==> config.mk <==
export PLATFORM = sky130hd
export DESIGN_NAME = fir_sample_fifo
export DESIGN_NICKNAME = d
export VERILOG_FILES = /design/src/rtl/fir_sample_fifo.sv
export SDC_FILE = /design/constraint.sdc
export NUM_CORES = 1
export LEC_CHECK = 0
export CAP_MARGIN = 15
export CORE_MARGIN = 2
export CORE_UTILIZATION = 50
export CTS_CLUSTER_SIZE = 20
export DETAILED_ROUTE_END_ITERATION = 8
export PLACE_DENSITY = 0.72
export SETUP_SLACK_MARGIN = 0.3
export SYNTH_ARGS = -nofsm -noshare
export SYNTH_HDL_FRONTEND = slang
export SYNTH_SLANG_ARGS = --single-unit
==> constraint.sdc <==
create_clock -name ck -period 5.7 [get_ports ck]
set_input_delay 0.57 -clock ck [delete_from_list [all_inputs] [get_ports ck]]
set_output_delay 0.57 -clock ck [all_outputs]
set_load 0.01 [all_outputs]
==> src/rtl/fir_sample_fifo.sv <==
// fir_sample_fifo: captures the FIR's registered output one cycle after each
// output_ready pulse into a circular FIFO, and presents the head sample over a
// valid/ack handshake. Also reports occupancy and a sticky overflow flag.
//
//   state    | meaning
//   ---------+-----------------------------------------------------------
//   S_IDLE   | no capture pending this cycle
//   S_CAPTURE| fir_out holds a fresh sample; write it at the end of cycle
module fir_sample_fifo #(
    parameter int WIDTH = 16,
    parameter int DEPTH = 8
) (
    input  logic                     ck,
    input  logic                     rst,
    input  logic signed [WIDTH-1:0]  fir_out,
    input  logic                     fir_output_ready,
    output logic signed [WIDTH-1:0]  out_data,
    output logic                     out_valid,
    input  logic                     out_ack,
    output logic [$clog2(DEPTH):0]   count,
    output logic                     overflow,
    input  logic                     clear_overflow
);

    localparam int AW = $clog2(DEPTH);
    localparam int CW = AW + 1;

    typedef enum logic {
        S_IDLE    = 1'b0,
        S_CAPTURE = 1'b1
    } state_t;

    state_t                  state_q, state_d;
    logic [AW-1:0]           wr_ptr_q, wr_ptr_d;
    logic [AW-1:0]           rd_ptr_q, rd_ptr_d;
    logic [CW-1:0]           count_q, count_d;
    logic                    overflow_q, overflow_d;
    logic signed [WIDTH-1:0] mem [DEPTH];

    logic wr_en;
    logic pop;
    logic full;
    logic do_write;
    logic drop;

    // Handshake decode, next-state and pointer/occupancy arithmetic.
    always_comb begin
        wr_en      = (state_q == S_CAPTURE);
        pop        = out_valid & out_ack;
        full       = (count_q == CW'(DEPTH));
        // When full, a simultaneous pop frees the slot the write lands in.
        do_write   = wr_en & (~full | pop);
        drop       = wr_en & full & ~pop;

        state_d    = fir_output_ready ? S_CAPTURE : S_IDLE;
        wr_ptr_d   = do_write ? wr_ptr_q + AW'(1) : wr_ptr_q;
        rd_ptr_d   = pop ? rd_ptr_q + AW'(1) : rd_ptr_q;

        count_d    = count_q;
        if (do_write && !pop) begin
            count_d = count_q + CW'(1);
        end else if (!do_write && pop) begin
            count_d = count_q - CW'(1);
        end

        overflow_d = overflow_q;
        if (drop) begin
            overflow_d = 1'b1;
        end else if (clear_overflow) begin
            overflow_d = 1'b0;
        end
    end

    // Control state: capture FSM, pointers, occupancy and sticky overflow.
    always_ff @(posedge ck or negedge rst) begin
        if (!rst) begin
            state_q    <= S_IDLE;
            wr_ptr_q   <= '0;
            rd_ptr_q   <= '0;
            count_q    <= '0;
            overflow_q <= 1'b0;
        end else begin
            state_q    <= state_d;
            wr_ptr_q   <= wr_ptr_d;
            rd_ptr_q   <= rd_ptr_d;
            count_q    <= count_d;
            overflow_q <= overflow_d;
        end
    end

    // Sample storage; contents are deliberately left unreset.
    always_ff @(posedge ck) begin
        if (do_write) begin
            mem[wr_ptr_q] <= fir_out;
        end
    end

    // Outputs derive from registers only; data is zeroed while empty.
    always_comb begin
        out_valid = (count_q != '0);
        out_data  = out_valid ? mem[rd_ptr_q] : '0;
        count     = count_q;
        overflow  = overflow_q;
    end

endmodule

==> qor.yml <==
status: "finished, final reports clean"
hold_violations: 0
endpoint_kind: "output port"
max-vdd-ir-drop_mv: 0.334
seq_area_um2: 4150
synth_edf_count: 128
place_ws_ns: 2.34
cts_setup_buffers: 0
vias: 2697
leakagePower_nw: 2.20
cts_made_buffers: 17
synth_simple_gate_area_share_pct: 2.57
skew_ns: 0.0101
cp.required_ns: 5.13
yosys_warnings: 0
cts_resized: 0
overflow: 0
dp_hpwl_um: 5420
dieArea_um2: 11900
critPathMaxStageDelay_ns: 0.57
clk_latency_ns: 0.53
cts_max_level: 4
synth_flop_cell: "edfxtp_1"
dieHeight_um: 109
synth_cell_types: 30
arrival_ns: 2.91
met3_wirelength_um: 733
drc: 0
fin_util_pct: 61.8
setup_viol: 0
drtIter0Drc: 161
antenna_cells: 0
worst_slack_ns: 2.22
synth_top_family_by_area: "multiplexers"
netlist.area_leader.share_pct: 69.9
cts_hold_buf: 0
io_buffers: 42
wl_met1_um: 4160
io_pins: 43
crit_fanout: 25
max-cap-violations: 0
power.density_nw_per_um2: 541
synth_fa_ha_area_share_pct: 1.50
slew_violations: 0
root_buffer: "clkbuf_8"
core_area_um2: 10800
ys_ff_latch: 140
syn_to_final_growth_pct: 21.2
period_needed_ns: 3.48
synth_xor_area_share_pct: 0.955
grt.total_usage_pct: 18.9
grt_max_degree: 35
multi_input_area_um2: 1280
syn-cell-area_um2: 5500
synthTopCellsByArea: "edfxtp_1 70%, mux4_2 13%, dfrtp_1 5.5%"
wl_um: 9910
placed_cell_area_um2: 6110
yosysSeqAreaShare_pct: 75.3
relSlewSlack_pct: 45.1
synth_fp_nets: 285
startpoint_type: "register"
fin_area_um2: 6670
drive_above_1_share_pct: 25.9
dr_wl_met2_um: 4950
crit_type: "reg2out"
yosysTopAreaCell: "edfxtp_1"
clkTransAtPathRegs_ns: 0.07
min_path_type: "in2async"
synth_area_per_cell_um2: 21.3
crit_slowest_cell: "dfrtp_2"
grt_pass1_wl_um: 15400
synth_cells: 258
cts_tree: "built"
yosysMostFrequentCell: "edfxtp_1"
finalSetupTns_ns: 0
rsz0062_at_grt: "no"
synth_compound_area_share_pct: 3.89
path_cells: "buf_4, mux4_2, a22o_1, clkdlybuf4s50_1"
grt_pass1_vias: 2769
routed_via_density: 5.76
fin_crit_sh_pct: 61.0
worstMarginPinSlew_ns: 0.823
rows: 38
top_layer: "met4"
place_congestion: 0.753
async_flop_share_pct: 8.57
drt-pass1-iter-count: 4
max_freq_mhz: 288
max-clock-path-buffers: 2
yosys-mux-area-fraction_pct: 13.9
nets: 342
synthTopCellsByCount: "128 x edfxtp_1, 32 x mux4_2, 16 x a22o_1, 12 x dfrtp_1"
cts_sinks: 140
die_w_um: 109
drt-wirelength-per-cell_um: 21.2
antenna_found_initial: 0
initial_core_util_pct: 51.0
ant_nets: 0
nFillCells: 766
-- critical path, delay by kind of cell (launching register included) --
| family | cells | cell delay [ns] |
|---|---|---|
| buf+inv | 2 | 0.98 |
| compound gates | 1 | 0.26 |
| flops | 1 | 0.57 |
| mux | 1 | 0.56 |
-- path summary, 6_finish.rpt --
kind                       slack, ns  depth (start not counted)           to              from
max in group asynchronous       4.85                          1  rd_ptr_q[0]               rst
min                             0.42                          1     count[1]               rst
max reg2reg                     2.66                          9     count[3]          count[0]
max                             2.22                          4  out_data[4]       rd_ptr_q[0]
min reg2reg                     0.52                          1  rd_ptr_q[2]       rd_ptr_q[2]
min in group ck                 0.48                          1      state_q  fir_output_ready
-- power breakdown --
| group | switching, mW | internal, mW | total (mW) | leakage (nW) |
|---|---|---|---|---|
| sequential | 0.148 | 1.30 | 1.45 | 1.30 |
| combinational | 0.502 | 0.637 | 1.14 | 0.633 |
| clock | 0.431 | 0.584 | 1.02 | 0.260 |
-- logic make-up (layout without fill, tap and decap cells) --
logic type               Yosys count  count (layout)
AND/OR/NAND/NOR                   26              26
AO/OA/AOI/OAI                     26              26
flip-flops                       140             140
adder cells (fa/ha/maj)            6               6
multiplexers                      36              36
buffers and inverters             18              88
XOR/XNOR                           6               6
-- cells in the final DEF (no fill, tap or decap), drive strengths merged, types with 3 or more instances in the layout --
cell / instances
a22o: 16
buf: 10
clkbuf: 17
clkdlybuf4s50: 42
clkinv: 4
clkinvlp: 4
dfrtp: 12
edfxtp: 128
ha: 5
inv: 10
mux2: 3
mux4: 32
nand2: 4
nand2b: 3
nand3: 3
nor2: 3
nor3: 5
o211ai: 4
xnor2: 6
-- layer usage --
| metal | GRT usage (%) | vias up |
|---|---|---|
| li1 | - | 1193 |
| met2 | 29.6 | 92 |
| met5 | 0 | - |
| met4 | 5.40 | 0 |
| met3 | 7.47 | 7 |
| met1 | 24.7 | 1405 |
-- stage by stage --
stage,total power [mW],hold slack [ns],std cells
3_3_place_gp,2.60,0.484,436
2_1_floorplan,2.18,0.274,258
6_report,3.61,0.418,468
3_5_place_dp,2.63,0.500,436
5_1_grt,3.78,0.433,468
4_1_cts,3.65,0.413,468
-- cell type report --
class                      count  area share, %
sequential                   140           62.2
inverter                       4          0.225
multi-input combinational    100           19.2
timing repair buffer          52           7.43
clock inverter                15           2.08
tap                          140           2.63
clock buffer                  17           6.21
-- flip-flops by register name (all words and copies together) (netlist names) --
name	count
overflow	1
state_q	1
mem	128
rd_ptr_q	3
count	4
wr_ptr_q	3
No activity file was read; power rests on OpenSTA's default activity.
